[config.mk]
export PLATFORM = sky130hd
export DESIGN_NAME = sprite_fetcher
export DESIGN_NICKNAME = d
export VERILOG_FILES = /design/src/rtl/gb_ppu_pkg.sv /design/src/rtl/obj_shifter.sv /design/src/rtl/sprite_fetcher.sv
export SDC_FILE = /design/constraint.sdc
export NUM_CORES = 1
export LEC_CHECK = 0
export CORE_MARGIN = 3
export CORE_UTILIZATION = 45
export DETAILED_ROUTE_END_ITERATION = 8
export GPL_TIMING_DRIVEN = 0
export HOLD_SLACK_MARGIN = 0.12
export PLACE_DENSITY_LB_ADDON = 0.2
export SYNTH_ARGS = -nofsm -noshare
export SYNTH_HDL_FRONTEND = slang
export SYNTH_SLANG_ARGS = --single-unit
[constraint.sdc]
create_clock -name clk -period 2.3 [get_ports clk]
set_clock_uncertainty 0.05 [all_clocks]
set_input_delay 0.69 -clock clk [delete_from_list [all_inputs] [get_ports clk]]
set_output_delay 0.69 -clock clk [all_outputs]
set_load 0.05 [all_outputs]
[src/rtl/gb_ppu_pkg.sv]
// rtl/gb_ppu_pkg.sv - shared PPU object-fetch types, state encodings and row decode
package gb_ppu_pkg;

    typedef enum logic [3:0] {
        ST_IDLE,
        ST_OAM0,
        ST_OAM1,
        ST_LO0,
        ST_LO1,
        ST_HI0,
        ST_HI1,
        ST_MERGE,
        ST_DONE
    } fetch_state_t;

    typedef struct packed {
        logic [1:0] color;
        logic [2:0] palette;
        logic       prio;
    } obj_pix_t;

    localparam int OBJ_PIX_W  = $bits(obj_pix_t);
    localparam int OBJ_SLOTS  = 8;

    typedef obj_pix_t [OBJ_SLOTS-1:0] obj_row_t;

    // Object tiles live in $8000-$8FFF, so VRAM addr[12] is zero.
    localparam logic OBJ_BASE_DEFAULT = 1'b0;

    // Element 0 is the leftmost pixel; X flip mirrors the bitplane order.
    function automatic obj_row_t decode_row(
        input logic [7:0] lo,
        input logic [7:0] hi,
        input logic [7:0] attr,
        input logic       gbc
    );
        obj_row_t   row;
        logic [2:0] b;
        for (int i = 0; i < OBJ_SLOTS; i++) begin
            b = attr[5] ? 3'(i) : 3'(7 - i);
            row[i].color   = {hi[b], lo[b]};
            row[i].palette = gbc ? attr[2:0] : {2'b00, attr[4]};
            row[i].prio    = attr[7];
        end
        return row;
    endfunction

endpackage

[src/rtl/obj_shifter.sv]
// rtl/obj_shifter.sv - 8-slot object pixel shifter with merge-if-transparent
module obj_shifter
    import gb_ppu_pkg::*;
(
    input  logic     clk,
    input  logic     reset,
    input  logic     ce,
    input  logic     clear,
    input  logic     merge,
    input  logic     shift,
    input  obj_row_t row,
    output obj_pix_t head
);

    obj_row_t slots;

    always_ff @(posedge clk) begin
        if (reset) begin
            slots <= '0;
        end else if (ce) begin
            if (clear) begin
                slots <= '0;
            end else if (merge) begin
                // An opaque pixel from an earlier sprite always wins.
                for (int i = 0; i < OBJ_SLOTS; i++) begin
                    if (slots[i].color == 2'd0) begin
                        slots[i] <= row[i];
                    end
                end
            end else if (shift) begin
                slots <= {OBJ_PIX_W'(0), slots[OBJ_SLOTS-1:1]};
            end
        end
    end

    assign head = slots[0];

endmodule

[src/rtl/sprite_fetcher.sv]
// rtl/sprite_fetcher.sv - sprite tile-row fetch FSM feeding the object pixel shifter
module sprite_fetcher
    import gb_ppu_pkg::*;
#(
    parameter logic OBJ_BASE = OBJ_BASE_DEFAULT
) (
    input  logic        clk,
    input  logic        reset,
    input  logic        ce,
    input  logic        isGBC,
    input  logic        sprite_fetch,
    input  logic [10:0] sprite_addr,
    input  logic [7:0]  sprite_attr,
    input  logic [3:0]  sprite_index,
    output logic        sprite_fetch_done,
    output logic        vram_rd,
    output logic [12:0] vram_addr,
    output logic        vram_bank,
    input  logic [7:0]  vram_data,
    input  logic        line_clear,
    input  logic        shift,
    output logic        busy,
    output logic [1:0]  obj_color,
    output logic [2:0]  obj_palette,
    output logic        obj_prio
);

    fetch_state_t state;
    logic         plane;
    logic [7:0]   lo;
    logic [7:0]   hi;
    logic         merge_en;
    logic         shift_en;
    obj_pix_t     head;
    logic         unused_inputs;

    assign vram_addr     = {OBJ_BASE, sprite_addr, plane};
    assign vram_bank     = isGBC & sprite_attr[3];
    assign merge_en      = (state == ST_MERGE) && sprite_fetch && !line_clear;
    // The mixer is expected to stall while a fetch is in flight.
    assign shift_en      = shift && !busy;
    assign unused_inputs = ^{sprite_index, sprite_attr[6]};

    always_ff @(posedge clk) begin
        if (reset) begin
            state             <= ST_IDLE;
            sprite_fetch_done <= 1'b0;
            vram_rd           <= 1'b0;
            busy              <= 1'b0;
            plane             <= 1'b0;
            lo                <= 8'h00;
            hi                <= 8'h00;
        end else if (ce) begin
            if (line_clear || !sprite_fetch) begin
                // Covers both the abort path and the normal DONE release.
                state             <= ST_IDLE;
                sprite_fetch_done <= 1'b0;
                vram_rd           <= 1'b0;
                busy              <= 1'b0;
                plane             <= 1'b0;
            end else begin
                case (state)
                    ST_IDLE: begin
                        state <= ST_OAM0;
                        busy  <= 1'b1;
                    end
                    ST_OAM0: state <= ST_OAM1;
                    ST_OAM1: begin
                        state   <= ST_LO0;
                        vram_rd <= 1'b1;
                        plane   <= 1'b0;
                    end
                    ST_LO0:  state <= ST_LO1;
                    ST_LO1: begin
                        lo    <= vram_data;
                        plane <= 1'b1;
                        state <= ST_HI0;
                    end
                    ST_HI0:  state <= ST_HI1;
                    ST_HI1: begin
                        hi      <= vram_data;
                        vram_rd <= 1'b0;
                        state   <= ST_MERGE;
                    end
                    ST_MERGE: begin
                        state             <= ST_DONE;
                        sprite_fetch_done <= 1'b1;
                    end
                    ST_DONE: state <= ST_DONE;
                    default: begin
                        state             <= ST_IDLE;
                        sprite_fetch_done <= 1'b0;
                        vram_rd           <= 1'b0;
                        busy              <= 1'b0;
                    end
                endcase
            end
        end
    end

    obj_shifter u_obj_shifter (
        .clk   (clk),
        .reset (reset),
        .ce    (ce),
        .clear (line_clear),
        .merge (merge_en),
        .shift (shift_en),
        .row   (decode_row(lo, hi, sprite_attr, isGBC)),
        .head  (head)
    );

    assign obj_color   = head.color;
    assign obj_palette = head.palette;
    assign obj_prio    = head.prio;

endmodule

== Word-level counts from Yosys, hierarchy flattened ==
Cells that the tools add are included.

* Bits in registers: 72
* Output and inout bits: 23
* Word-level logic and storage cells: 158

* $lt $le $gt $ge: 8
* Equality and inequality tests: 19
* Muxes and demuxes: 62
* Bitwise operators: 2
* Reductions and logical operators: 36

{| class="wikitable"
|+ Operators with widths
! kind !! count
|-
| $mux 48 || 3
|-
| $bmux 1 s3 || 16
|-
| $mux 6 || 8
|-
| $lt 3x4->1 const B || 8
|-
| $pmux 4 s8 || 1
|-
| $reduce_and 3->1 || 10
|-
| $mux 3 || 9
|-
| $ne 3x2->1 const B || 8
|-
| $mux 1 || 20
|-
| $eq 4x3->1 const B || 4
|-
| $logic_not 2->1 || 8
|-
| $reduce_or 8->1 || 2
|-
| $eq 4x2->1 const B || 2
|-
| $pmux 1 s2 || 4
|-
| $reduce_and 2->1 || 4
|-
| $reduce_or 7->1 || 1
|-
| $ne 2x1->1 const B || 3
|-
| $reduce_bool 3->1 || 2
|-
| $eq 4x1->1 const B || 1
|-
| $eq 4x4->1 const B || 1
|-
| $logic_not 4->1 || 1
|-
| $mux 4 || 1
|-
| $logic_and 1x1->1 || 3
|-
| $logic_not 1->1 || 3
|-
| 4 further kinds || 4
|}

== Logic depth before layout (Yosys ltp) ==
* Depth after elaboration: 6
* Depth in mapped cells: 8

== By module ==
From an unflattened synthesis, not the netlist that was laid out.

* Cell total of the unflattened synthesis: 443
* Area, all modules: 4222.8 um2

{| class="wikitable"
|+ Modules (own cells, without submodules)
! module !! instances !! cells each !! area each (um2) !! sequential area each (um2)
|-
| obj_shifter || 1 || 278 || 2813.9 || 960.9
|-
| sprite_fetcher || 1 || 165 || 1408.9 || 480.5
|}

== Least setup slack after synthesis ==
No wires, ideal clock.

* Path kind: in2reg
* Start point: in sprite_fetch
* End point: reg u_obj_shifter.slots (netlist bit u_obj_shifter.head[1])
* Setup time: 0.070 ns
* Data arrival time: 1.791 ns
* Data required time: 2.180 ns
* Path slack: 0.388 ns
* Stages on the path: 8
* Path buffers: 4
* Cell sequence: buf_4 nor2b_1 buf_2 a2bb2oi_4 buf_6 buf_6 o221ai_1 a21oi_1

* Longest elaborated chain between the ends: 4
* Elaborated cells between the ends (all ways): 7
* Classes of those cells: eq/ne (1); mux (2); reduce/logical (4)

{| class="wikitable"
|+ RTL lines
! item !! line !! text
|-
| start: declaration || sprite_fetcher.sv:11 || <nowiki>input logic sprite_fetch,</nowiki>
|-
| $logic_and 1x1->1 (*) (2 in series) || sprite_fetcher.sv:39 || <nowiki>assign merge_en = (state == ST_MERGE) && sprite_fetch && !line_clear;</nowiki>
|-
| $ne 3x2->1 (no source line), or another cell as far along || -- ||
|-
| $reduce_and 3->1 (no source line) or $mux 48 (tied branches) || -- ||
|-
| end signal: indexed assignment || obj_shifter.sv:27 || <nowiki>slots[i] <= row[i];</nowiki>
|-
| end signal: assignment || obj_shifter.sv:31 || <nowiki>slots <= {OBJ_PIX_W'(0), slots[OBJ_SLOTS-1:1]};</nowiki>
|-
| end: declaration || obj_shifter.sv:15 || <nowiki>obj_row_t slots;</nowiki>
|}

Every way passes the cells marked *; elsewhere a longest branch is shown, timed or not.
A chain may end at the register's enable or synchronous reset.

== Final worst setup path ==
* Start point: in sprite_addr[3]
* End point: out vram_addr[4]

{| class="wikitable"
|+ RTL lines
! item !! line !! text
|-
| start: declaration || sprite_fetcher.sv:12 || <nowiki>input logic [10:0] sprite_addr,</nowiki>
|-
| end: declaration || sprite_fetcher.sv:17 || <nowiki>output logic [12:0] vram_addr,</nowiki>
|}

No word-level cell between the ends.

==> results.cfg <==
[clock_network]
cts.path.max_buffers = 2
cts_hold_buf = 0
cts_buffers = 9
clk_transition_reported_paths_ns = 0.08
cts-root-buf = clkbuf_8
cts.htree.levels = 3
post-cts-setup-buffer-count = 0
tritoncts = yes
clkSinkCount = 72
clkLatencyLatePin_ns = 0.36

[yosys]
synth_most_common_cell = dfxtp_1
synthSimpleGateAreaFrac_pct = 15.9
syn_area_um2 = 3960
synthFlopType = dfxtp_1
synth.area.mux_share_pct = 13.2
synth-adder-area-share_pct = 0
ys_top_cells_by_count = dfxtp_1, mux2i_1, a21oi_1
synth_top_area_share_pct = 36.4
async_reset_ff_share_pct = 0
syn_area_per_cell_um2 = 8.53
synth_edf_count = 0
synth.top_cells.by_area = dfxtp_1, mux2i_1, o211ai_1
synth_seq_cells = 72
synth_top_family_by_area = compound AO/OA/AOI/OAI gates
synth_area_leader_cell = dfxtp_1
synth-xor-area-share_pct = 0.221
synthCells = 464
seq_area_frac_synth_pct = 36.4
ys_warn_count = 0
yosysUniqueCellTypes = 44
synth_nets = 502
synth_compound_gate_area_share_pct = 24.7

[worst_setup_path]
crit_slowest_cell = clkdlybuf4s50_1
cp_max_fo = 1
path_cells = buf_4, clkdlybuf4s50_1
arrival_ns = 1.55
crit_path_max_incr_delay_ns = 0.78
crit_path_end_kind = primary output
crit_buf_inv = 2
path_delay_family = buffers and inverters
cp.required_ns = 1.56
cp-start-kind = input pin
worstSetupPathType = in2out

[global_route]
track_usage_pct = 22.5
grt_pass1_wl_um = 18000
grt_pass1_vias = 3602
grt_overflow_total = 0
grt_max_degree = 14
grt_antenna_before_repair = 0

[timing]
report.final.slew_viol_count = 0
rsz0062_at_grt = false
period_needed_ns = 2.29
min_period_over_period_pct = 99.6
hold_viol_final = 0
fmax_mhz = 436
setup_ws_ns = 0.00840
setup_viol = 0
worst_pin_slew_ns = 0.729
maxSlewHeadroom_pct = 50.9

[power_and_ir_drop]
p_comb_share_pct = 11.5
power_density_nw_per_um2 = 577
power.switching_uw = 737
p_clk_share_pct = 42.9
p_seq_share_pct = 45.5
p_leak_nw = 1.86
p_int_mw = 2.01
peakVddDrop_uv = 285
switching_share_pct = 26.8

[finish]
finalNonFillerCells = 626
drive_gt1_share_pct = 13.6
syn2layout_area_growth_pct = 20.2
diodes = 0
finalNetCount = 554

[detailed_routing]
drc_errors = 0
antenna_left = 0
wirelength_um = 11000
vias = 3784
via_per_inst = 6.04
wl_per_cell_um = 17.6
first_iter_violations = 365
drt_pass1_iterations = 6

[die]
die-width_um = 99.8
io_pins = 61
die_area_um2 = 9950
rows = 33
design.core.area_um2 = 8380
start_util_pct = 47.2
die_h_um = 99.8

[placement]
gp_congestion = 0.875
hpwl_um = 7850
preCtsSetupSlack_ns = -0.644
placed_cells = 610
io_buffers = 41

[run]
cap_violations = 0

[min_path]
hold_class = reg2reg

[status]
status = completed
-- power groups by stage --
| stage | sequential (mW) | combinational [mW] | clock (mW) |
|---|---|---|---|
| 2_1_floorplan | 1.28 | 0.199 | 0 |
| 3_3_place_gp | 1.28 | 0.313 | 0 |
| 3_5_place_dp | 1.28 | 0.314 | 0 |
| 4_1_cts | 1.25 | 0.313 | 1.19 |
| 5_1_grt | 1.25 | 0.335 | 1.25 |
| 6_report | 1.25 | 0.317 | 1.18 |
-- final cells by class --
type	count	area (um^2)
fillers	797	3620
multi-input cells	326	2150
flip-flops and latches	72	1440
repair buffers	41	423
plain buffers	64	373
clock buffers	10	138
well taps	105	131
clock inverters	6	91.3
inverters	2	7.51
-- placed cells by master, fill, tap and decap left out, types with 3 or more instances in the layout --
| cell type | netlist | layout |
|---|---|---|
| a21oi_1 | 35 | 35 |
| and3_1 | 5 | 5 |
| buf_2 | 14 | 13 |
| buf_4 | 19 | 20 |
| buf_6 | 5 | 5 |
| clkbuf_1 | 23 | 21 |
| clkbuf_2 | 1 | 3 |
| clkbuf_8 | 0 | 10 |
| clkdlybuf4s50_1 | 0 | 22 |
| clkinvlp_4 | 0 | 3 |
| dfxtp_1 | 72 | 72 |
| dlygate4sd2_1 | 0 | 8 |
| dlymetal6s2s_1 | 0 | 10 |
| mux2i_1 | 51 | 51 |
| nand2_1 | 23 | 23 |
| nand2b_1 | 16 | 16 |
| nand3_1 | 23 | 23 |
| nand4_1 | 3 | 3 |
| nor2_1 | 32 | 32 |
| nor2b_1 | 5 | 5 |
| nor4_1 | 6 | 6 |
| o211ai_1 | 30 | 30 |
| o21ai_0 | 30 | 30 |
| o21ai_1 | 5 | 5 |
| o21ai_2 | 5 | 5 |
| o221ai_1 | 14 | 14 |
| o31ai_1 | 16 | 16 |
-- metrics by stage --
stage                     util, %  power, mW  hold slack (ns)  instance area [um^2]  setup TNS, ns
after floorplan                 -       1.48            0.385                  3960              0
after global placement       53.7       1.59            0.393                  4500         -15.25
after detailed placement     53.7       1.59            0.399                  4500         -15.38
after CTS                    56.2       2.75            0.412                  4710              0
after global routing         56.8       2.83            0.434                  4760              0
final                        56.8       2.74            0.412                  4760              0
-- worst paths after layout --
kind	from	depth (start not counted)	end	slack [ns]
worst min-delay path	u_obj_shifter.slots[8]$_SDFFE_PP0P_	2	u_obj_shifter.slots[8]$_SDFFE_PP0P_	0.41
worst max-delay path	sprite_addr[3]	2	vram_addr[4]	0.008
worst max register to register	state[2]$_SDFFE_PP0P_	5	u_obj_shifter.slots[22]$_SDFFE_PP0P_	0.24
worst min register to register	u_obj_shifter.slots[8]$_SDFFE_PP0P_	2	u_obj_shifter.slots[8]$_SDFFE_PP0P_	0.41
-- logic make-up after synthesis --
kind of cell / Yosys count
AOI/OAI and AO/OA: 148
and+or+nand+nor: 124
DFF: 72
buffers and inverters: 66
muxes: 52
xor gates and xnor gates: 1
other: 1
-- state kept, by name, summed over array words and instances, names as in the netlist --
| name | flops |
|---|---|
| busy | 1 |
| hi | 8 |
| lo | 8 |
| plane | 1 |
| sprite_fetch_done | 1 |
| state | 4 |
| u_obj_shifter.head | 6 |
| u_obj_shifter.slots | 42 |
| vram_rd | 1 |
-- routing by layer --
metal | routed length (um) | GRT usage, %
met5 | 0 | 0
met4 | 153 | 6.83
met3 | 895 | 4.77
met2 | 5060 | 35.7
met1 | 4890 | 30.7
-- timing repair --
| item | in CTS | in global routing |
|---|---|---|
| gates cloned | 0 | 0 |
| setup endpoints to repair | 8 | 36 |
| pin swaps | 0 | 0 |
| resized for setup | 14 | 17 |
(Power assumes the default switching activity.)
